File: src/rtl/cpu16_ctrl_pkg.sv
// Shared encodings for the 16-bit multicycle CPU control path: states,
// opcodes, ALU ops, mux selects and the decoded-instruction class bundle.
package cpu16_ctrl_pkg;

    localparam int unsigned STATE_W  = 3;
    localparam int unsigned OPCODE_W = 4;
    localparam int unsigned FUNCT_W  = 4;
    localparam int unsigned ALU_OP_W = 4;
    localparam int unsigned SEL_W    = 2;
    localparam int unsigned COUNT_W  = 16;

    typedef enum logic [STATE_W-1:0] {
        ST_FETCH  = 3'd0,
        ST_DECODE = 3'd1,
        ST_EXEC   = 3'd2,
        ST_MEM    = 3'd3,
        ST_WB     = 3'd4,
        ST_TRAP   = 3'd5
    } state_t;

    localparam logic [OPCODE_W-1:0] OP_RTYPE = 4'h0;
    localparam logic [OPCODE_W-1:0] OP_LOAD  = 4'h1;
    localparam logic [OPCODE_W-1:0] OP_STORE = 4'h2;
    localparam logic [OPCODE_W-1:0] OP_ADDI  = 4'h3;
    localparam logic [OPCODE_W-1:0] OP_BEQ   = 4'h4;
    localparam logic [OPCODE_W-1:0] OP_BNE   = 4'h5;
    localparam logic [OPCODE_W-1:0] OP_JUMP  = 4'h6;

    // Highest funct code implemented by the ALU for R-type instructions.
    localparam logic [FUNCT_W-1:0] FUNCT_MAX = 4'h3;

    localparam logic [ALU_OP_W-1:0] ALU_ADD = 4'h0;
    localparam logic [ALU_OP_W-1:0] ALU_SUB = 4'h1;

    localparam logic [SEL_W-1:0] PC_SRC_SEQ    = 2'b00;
    localparam logic [SEL_W-1:0] PC_SRC_BRANCH = 2'b01;
    localparam logic [SEL_W-1:0] PC_SRC_JUMP   = 2'b10;

    localparam logic [SEL_W-1:0] ALU_B_RT  = 2'b00;
    localparam logic [SEL_W-1:0] ALU_B_IMM = 2'b01;
    localparam logic [SEL_W-1:0] ALU_B_TWO = 2'b10;

    typedef struct packed {
        logic rtype;
        logic load;
        logic store;
        logic addi;
        logic beq;
        logic bne;
        logic jump;
        logic illegal;
    } op_class_t;

    typedef struct packed {
        logic                mem_req;
        logic                mem_we;
        logic                mem_addr_sel;
        logic                ir_write;
        logic                pc_write;
        logic [SEL_W-1:0]    pc_src;
        logic [ALU_OP_W-1:0] alu_op;
        logic                alu_src_a;
        logic [SEL_W-1:0]    alu_src_b;
        logic                reg_write;
        logic                mem_to_reg;
    } ctrl_t;

endpackage

File: src/rtl/ctrl_op_decode.sv
// Combinational classification of the instruction register opcode/funct.
module ctrl_op_decode
    import cpu16_ctrl_pkg::*;
(
    input  logic [OPCODE_W-1:0] opcode,
    input  logic [FUNCT_W-1:0]  funct,
    output op_class_t           op_class_c
);

    always_comb begin
        op_class_c       = '0;
        op_class_c.rtype = (opcode == OP_RTYPE) && (funct <= FUNCT_MAX);
        op_class_c.load  = (opcode == OP_LOAD);
        op_class_c.store = (opcode == OP_STORE);
        op_class_c.addi  = (opcode == OP_ADDI);
        op_class_c.beq   = (opcode == OP_BEQ);
        op_class_c.bne   = (opcode == OP_BNE);
        op_class_c.jump  = (opcode == OP_JUMP);
        // Unused opcodes and unimplemented R-type functs both trap.
        op_class_c.illegal = (opcode > OP_JUMP) ||
                             ((opcode == OP_RTYPE) && (funct > FUNCT_MAX));
    end

endmodule

File: src/rtl/multicycle_control_fsm.sv
// Multicycle CPU control unit: sequences fetch/decode/execute/memory/writeback
// and drives datapath mux selects, strobes and the retired-instruction count.
module multicycle_control_fsm
    import cpu16_ctrl_pkg::*;
(
    input  logic                clk,
    input  logic                rst,
    input  logic [OPCODE_W-1:0] opcode,
    input  logic [FUNCT_W-1:0]  funct,
    input  logic                zero,
    input  logic                mem_ready,
    output logic                mem_req,
    output logic                mem_we,
    output logic                mem_addr_sel,
    output logic                ir_write,
    output logic                pc_write,
    output logic [SEL_W-1:0]    pc_src,
    output logic [ALU_OP_W-1:0] alu_op,
    output logic                alu_src_a,
    output logic [SEL_W-1:0]    alu_src_b,
    output logic                reg_write,
    output logic                mem_to_reg,
    output logic [STATE_W-1:0]  state,
    output logic                trap,
    output logic                retire,
    output logic [COUNT_W-1:0]  retired_count
);

    state_t             state_q;
    state_t             state_d;
    logic               trap_q;
    logic [COUNT_W-1:0] count_q;
    op_class_t          op_class_c;
    ctrl_t              ctrl_c;
    logic               retire_c;

    ctrl_op_decode u_decode (
        .opcode     (opcode),
        .funct      (funct),
        .op_class_c (op_class_c)
    );

    // State, sticky trap flag and retired-instruction counter.
    always_ff @(posedge clk) begin
        if (rst) begin
            state_q <= ST_FETCH;
            trap_q  <= 1'b0;
            count_q <= '0;
        end else begin
            state_q <= state_d;
            trap_q  <= trap_q | (state_d == ST_TRAP);
            if (retire_c) begin
                count_q <= count_q + COUNT_W'(1);
            end
        end
    end

    // Next-state and per-state control outputs; reset forces everything low.
    always_comb begin
        state_d  = state_q;
        ctrl_c   = '0;
        retire_c = 1'b0;

        case (state_q)
            ST_FETCH: begin
                ctrl_c.mem_req = 1'b1;
                if (mem_ready) begin
                    ctrl_c.ir_write = 1'b1;
                    ctrl_c.pc_write = 1'b1;
                    ctrl_c.pc_src   = PC_SRC_SEQ;
                    state_d         = ST_DECODE;
                end
            end

            ST_DECODE: begin
                ctrl_c.alu_src_a = 1'b0;
                ctrl_c.alu_src_b = ALU_B_IMM;
                ctrl_c.alu_op    = ALU_ADD;
                state_d          = op_class_c.illegal ? ST_TRAP : ST_EXEC;
            end

            ST_EXEC: begin
                if (op_class_c.rtype) begin
                    ctrl_c.alu_op    = funct;
                    ctrl_c.alu_src_a = 1'b1;
                    ctrl_c.alu_src_b = ALU_B_RT;
                    state_d          = ST_WB;
                end else if (op_class_c.load || op_class_c.store || op_class_c.addi) begin
                    ctrl_c.alu_op    = ALU_ADD;
                    ctrl_c.alu_src_a = 1'b1;
                    ctrl_c.alu_src_b = ALU_B_IMM;
                    state_d          = op_class_c.addi ? ST_WB : ST_MEM;
                end else if (op_class_c.beq || op_class_c.bne) begin
                    ctrl_c.alu_op    = ALU_SUB;
                    ctrl_c.alu_src_a = 1'b1;
                    ctrl_c.alu_src_b = ALU_B_RT;
                    if ((op_class_c.beq && zero) || (op_class_c.bne && !zero)) begin
                        ctrl_c.pc_write = 1'b1;
                        ctrl_c.pc_src   = PC_SRC_BRANCH;
                    end
                    retire_c = 1'b1;
                    state_d  = ST_FETCH;
                end else if (op_class_c.jump) begin
                    ctrl_c.pc_write = 1'b1;
                    ctrl_c.pc_src   = PC_SRC_JUMP;
                    retire_c        = 1'b1;
                    state_d         = ST_FETCH;
                end else begin
                    state_d = ST_TRAP;
                end
            end

            ST_MEM: begin
                ctrl_c.mem_req      = 1'b1;
                ctrl_c.mem_addr_sel = 1'b1;
                ctrl_c.mem_we       = op_class_c.store;
                if (mem_ready) begin
                    retire_c = op_class_c.store;
                    state_d  = op_class_c.store ? ST_FETCH : ST_WB;
                end
            end

            ST_WB: begin
                ctrl_c.reg_write  = 1'b1;
                ctrl_c.mem_to_reg = op_class_c.load;
                retire_c          = 1'b1;
                state_d           = ST_FETCH;
            end

            ST_TRAP: begin
                state_d = ST_TRAP;
            end

            default: begin
                state_d = ST_FETCH;
            end
        endcase

        if (rst) begin
            ctrl_c   = '0;
            retire_c = 1'b0;
        end
    end

    assign mem_req       = ctrl_c.mem_req;
    assign mem_we        = ctrl_c.mem_we;
    assign mem_addr_sel  = ctrl_c.mem_addr_sel;
    assign ir_write      = ctrl_c.ir_write;
    assign pc_write      = ctrl_c.pc_write;
    assign pc_src        = ctrl_c.pc_src;
    assign alu_op        = ctrl_c.alu_op;
    assign alu_src_a     = ctrl_c.alu_src_a;
    assign alu_src_b     = ctrl_c.alu_src_b;
    assign reg_write     = ctrl_c.reg_write;
    assign mem_to_reg    = ctrl_c.mem_to_reg;
    assign retire        = retire_c;
    assign state         = rst ? STATE_W'(0) : STATE_W'(state_q);
    assign trap          = trap_q & ~rst;
    assign retired_count = rst ? COUNT_W'(0) : count_q;

endmodule

File: config.mk
export PLATFORM = sky130hd
export DESIGN_NAME = multicycle_control_fsm
export DESIGN_NICKNAME = d
export VERILOG_FILES = /design/src/rtl/cpu16_ctrl_pkg.sv /design/src/rtl/ctrl_op_decode.sv /design/src/rtl/multicycle_control_fsm.sv
export SDC_FILE = /design/constraint.sdc
export NUM_CORES = 1
export LEC_CHECK = 0
export ABC_AREA = 1
export CORE_ASPECT_RATIO = 0.9
export CORE_MARGIN = 5
export CORE_UTILIZATION = 45
export DETAILED_ROUTE_END_ITERATION = 6
export PLACE_DENSITY = 0.88
export RECOVER_POWER = 50
export SLEW_MARGIN = 10
export SYNTH_ARGS = -nofsm -noshare
export SYNTH_HDL_FRONTEND = slang
export SYNTH_SLANG_ARGS = --single-unit
File: constraint.sdc
create_clock -name clk -period 3.8 [get_ports clk]
set_clock_uncertainty 0.1 [all_clocks]
set_input_delay 0.76 -clock clk [delete_from_list [all_inputs] [get_ports clk]]
set_output_delay 0.76 -clock clk [all_outputs]
set_load 0.02 [all_outputs]
; ---- Word-level counts from Yosys, hierarchy flattened
; Index checks and enable logic that the tools add are counted.
[classes]
bitwise = 3
muxes = 35
eq_ne = 12
addsub = 1
reduce_logical = 13
n_lt_le_gt_ge = 3
[ops]
columns = op, n
row1 = two-way mux 3 bit, 15
row2 = two-way mux 16 bit, 2
row3 = adder 16 x 1 -> 16 bit (second input constant), 1
row4 = one-hot mux 3 bit (5 select lines), 1
row5 = one-hot mux 7 bit (2 select lines), 1
row6 = equality test 4 x 3 -> 1 bit (second input constant), 3
row7 = two-way mux 4 bit, 3
row8 = equality test 3 bit (second input constant), 3
row9 = equality test 4 x 2 -> 1 bit (second input constant), 2
row10 = two-way mux 1 bit, 8
row11 = two-way mux 7 bit, 1
row12 = equality test 3 x 2 -> 1 bit (second input constant), 2
row13 = one-hot mux 3 bit (2 select lines), 1
row14 = logical OR 1 bit, 5
row15 = equality test 4 x 1 -> 1 bit (second input constant), 1
row16 = > comparator 4 x 2 -> 1 bit (second input constant), 1
row17 = > comparator 4 x 3 -> 1 bit (second input constant), 1
row18 = less-or-equal comparator 4 x 2 -> 1 bit (second input constant), 1
row19 = logical AND 1 bit, 4
row20 = logical NOT 4 bit, 1
row21 = two-way mux 2 bit, 2
row22 = equality test 3 x 1 -> 1 bit (second input constant), 1
row23 = logical NOT 3 bit, 1
row24 = one-hot mux 1 bit (3 select lines), 1
row25 = 5 further kinds, 5
[totals]
ff_bits = 20
elab_cells = 70
output_inout_bits = 37
inputBits = 12

; ---- Longest topological paths before layout
[logic_depth]
ltp_word = 9
ltp_mapped = 9

; ---- Cells and area by module
; A second synthesis with hierarchy kept.
[unflattened]
cells_unflattened = 286
hier_area_um2 = 1561.5
[modules_own_cells]
columns = mod, instances, cells_each, area_each_um2, seq_area_each_um2
row1 = multicycle_control_fsm, 1, 263, 1462.7, 400.4
row2 = ctrl_op_decode, 1, 23, 98.8, 0.0

; ---- Worst setup path before layout
; Ideal clock, no wire load.
[synth_path]
kind = input -> output
from = in rst
to = out alu_op[1]
cell_stages = 4
path_buffers = 1
required_time_ns = 2.940
t_arrival_ns = 1.990
path_slack_ns = 0.950
path_cell_list = clkbuf_1 > nor2_1 > nand3_1 > nor3b_1
[synth_via]
elab_chain_len = 1
[synth_lines]
columns = element, line
row1 = "start, declared", multicycle_control_fsm.sv:7  ; input logic rst,
row2 = two-way mux 16 bit, multicycle_control_fsm.sv:139  ; if (rst) begin
row3 = "end, declared", multicycle_control_fsm.sv:18  ; output logic [ALU_OP_W-1:0] alu_op,
; Every way passes these cells.

; ---- Final worst setup path
[layout_path]
from = in opcode[1]
to = out retire
[layout_via]
elab_chain_len = 7
[layout_lines]
columns = element, line
row1 = "start, declared", multicycle_control_fsm.sv:8  ; input logic [OPCODE_W-1:0] opcode,
row2 = "equality test 4 x 3 -> 1 bit, or another cell as far along", ctrl_op_decode.sv:18  ; op_class_c.jump = (opcode == OP_JUMP);
row3 = "two-way mux 1 bit, or another cell as far along", multicycle_control_fsm.sv:103  ; end else if (op_class_c.jump) begin
row4 = two-way mux 1 bit or logical OR 1 bit (tied branches), "multicycle_control_fsm.sv:93, multicycle_control_fsm.sv:88"
row5 = two-way mux 1 bit, multicycle_control_fsm.sv:88  ; end else if (op_class_c.load || op_class_c.store || op_class_c.addi) begin
row6 = two-way mux 1 bit, multicycle_control_fsm.sv:83  ; if (op_class_c.rtype) begin
row7 = one-hot mux 1 bit (3 select lines) (*), multicycle_control_fsm.sv:64  ; case (state_q)
row8 = two-way mux 1 bit (*), multicycle_control_fsm.sv:139
row9 = "end, declared", multicycle_control_fsm.sv:25  ; output logic retire,
; Mark *: on every way between the ends. The rest lies on a longest branch, timed or not.

==> metrics.txt <==
status complete, no violations; clk buf depth 2; initial antenna violation count 0; Switching Share 29.7%; core footprint 3430 um2; number of setup buffers added after CTS 0; hold path depth 2; Sink Count 20; multiplexer area fraction after synthesis 0%; compound-cell area share of the yosys netlist a little over a tenth; GPL Wtd Cong between 0.8 and 0.9; Synth-to-Final Area Change 30.0%; Reg2Reg Setup Slack about 2.1 ns; setup_tns 0 ns; Slew Viols, Final 0; depth of the worst register-to-register path 10; crit path cell chain dlygate4sd3_1, nand2_2, clkinv_1, nor2_1, nand2_2, nand3_4, nand2_4, clkinv_4, clkdlybuf4s50_1; Residual DRC 0; crit-path most repeated cell nand2_2; nets@finish roughly 330; Root Driver clkbuf_8; period utilisation layout between 90% and 100%; Worst-Skew Late Latency between 0.2 and 0.3 ns; Critical Path Max Stage Delay 0.63 ns; Yosys top cell area share about a quarter; final worst path period need 3.59 ns; synth warn 0; Ant. Diodes 0; Overflow after GRT 0; CP Max Fanout 10; Power, Total ~500 uW; hold slack between 0.3 and 0.4 ns; Post-synth top cells 60 x nand2_1, 54 x nor2_1, 38 x inv_1; initial DRC count about 120; CTS tree built; Cells after Synth 277; RSZ-0062 raised after global routing no; most common cell in the netlist nand2_1; row cnt 20; Chip Width 73.5 um; WP data required between 2 and 3 ns; First-pass DRT Iterations 4; Final Hold Violating Endpoints 0; WP buf/inv 4; H-tree levels 1; number of enable flip-flop cells after synthesis 0; Routed Wire Length about 4.4 mm; Leak between 0.8 and 0.9 nW; first-pass GRT wire length ~7.5 mm; Worst R2R End count_q[5]; post-synthesis sequential area ratio between 20% and 30%; Worst Hold Path EP trap_q; die footprint roughly 4900 um2; largest net degree at the start of global routing 27; P_int 349 uW; hold path startpoint trap_q; Seq cells post-synth 20; post-CTS resize count 0; Synth Area in Adders less than 1%; power per cell area around 230 nW/um2; # port buffers 45; combinational power share a little over a fifth; total CTS buffers 3; Reg clk slew, reported paths 0.07 ns; Routed Antenna Nets 0; CP arrival 2.73 ns; vias in the first global route roughly 1700; xor/xnor cell area share of the yosys netlist just under 5%; Total GRT Usage a little under a fifth; Setup Crit Path Kind primary input to output pin; Synth async-reset ratio 0%; top cells by area, synth dfxtp_1 25%, nand2_1 14%, nor2_1 12%, inv_1 8.7%, nand3_1 8.3%; setup ws final ~0.21 ns; vias per inst about 5; Peak VDD IR between 0.0001 and 0.00015 V; Simple-Gate Fraction of Synth Area between 40% and 50%; top cell type by total area after synthesis dfxtp_1; syn_area_per_cell around 5.9 um2; hold crit path type flop to flop; Reg power frac 44.7%; Post-DP HPWL roughly 3.5 mm; sw power around 150 uW; Routed wire per std cell roughly 12 um; MaxCap Viol Count 0; hold-fix buffer count after cts 0; mapped cell area approximately 1600 um2; Setup Slack @ Placement ~0.30 ns; Setup crit end kind output pin; Synth Flop Type dfxtp_1; Final Setup Violations 0; via count 1824; Clk pwr share about 34%; fmax ~0.28 GHz; Die Height roughly 67 um; layout cells sized above 1 under 10%; Crit path max-delay family buffers and inverters; Unique masters post-synth 29; Worst path slowest cell dlygate4sd3_1; CP startpoint kind primary input; largest family of logic cells by synthesized area simple AND/OR/NAND/NOR gates; Reg-to-Reg Start state_q[2]; total I/O pin count a little under 50; Starting Density 47.6%
## layout by cell type, fill, tap and decap left out, drive strengths merged
master,synthesis,routed
nor3b,1,1
dfxtp,20,20
nand3,29,29
dlygate4sd3,0,7
clkinv,2,2
clkbuf,6,4
nor3,5,5
conb,1,3
nor2,58,58
a31oi,1,1
xor2,9,9
ha,1,1
a21oi,18,18
clkdlybuf4s50,0,37
nand2,70,70
o21ai,7,7
inv,39,39
buf,5,3
o21a,1,1
nand4,4,4
## cell type report
cell class,instances,area [um2]
Tap cell,44,55.1
Fill cell,339,1310
Clock buffer,4,55.1
Multi-Input combinational cell,207,992
Sequential cell,20,400
Timing Repair Buffer,47,460
Inverter,41,159
## through the flow
| step | std cells | util [%] | area [um2] |
|---|---|---|---|
| after floorplan | 279 | - | 1640 |
| after global placement | 359 | 61.0 | 2090 |
| after detailed placement | 359 | 61.0 | 2090 |
| after CTS | 363 | 62.6 | 2150 |
| after global routing | 363 | 61.9 | 2120 |
| final | 363 | 61.9 | 2120 |
## registers in the layout, summed over array words and instances, names as in the netlist
name and cells:
trap_q 1, count_q 16, state_q 3
## power by group through the flow
stage               combinational, mW  clock [mW]  sequential, mW
global route                    0.120       0.178           0.222
floorplan                      0.0721           0           0.225
CTS                             0.110       0.169           0.222
global placement                0.108           0           0.226
finish                          0.108       0.166           0.222
detailed placement              0.110           0           0.226
## cells by family after synthesis
kind of cell	Yosys count
other cells	1
compound gates	27
fa+ha+maj	1
simple gates	167
buf+inv	52
xor+xnor	9
flops	20
## worst reg2reg max path, delay by kind of cell (launching register included)
kind	cells	cell delay (ns)
simple gates	6	0.71
buf+inv	3	0.39
flops	1	0.35
compound gates	1	0.16
## how the worst max path moves through the flow
| stage | from | end | slack [ns] | depth (start not counted) |
|---|---|---|---|---|
| 2_1_floorplan | rst | alu_op[1] | 0.95 | 4 |
| 3_3_place_gp | opcode[1] | retire | 0.34 | 9 |
| 3_5_place_dp | opcode[2] | retire | 0.30 | 9 |
| 4_1_cts | opcode[2] | retire | 0.30 | 9 |
| 5_1_grt | opcode[1] | retire | 0.09 | 9 |
| 6_report | opcode[1] | retire | 0.21 | 9 |
## layer usage
metal	routed length [um]	vias to the layer above	GRT usage (%)	part of all wire [%]
met5	0	-	0	0
met3	328	6	4.02	7.5
li1	-	942	-	-
met4	61	0	4.98	1.4
met1	1950	801	25.2	45
met2	2020	75	30.9	46
Power figures use the tool's default switching activity.
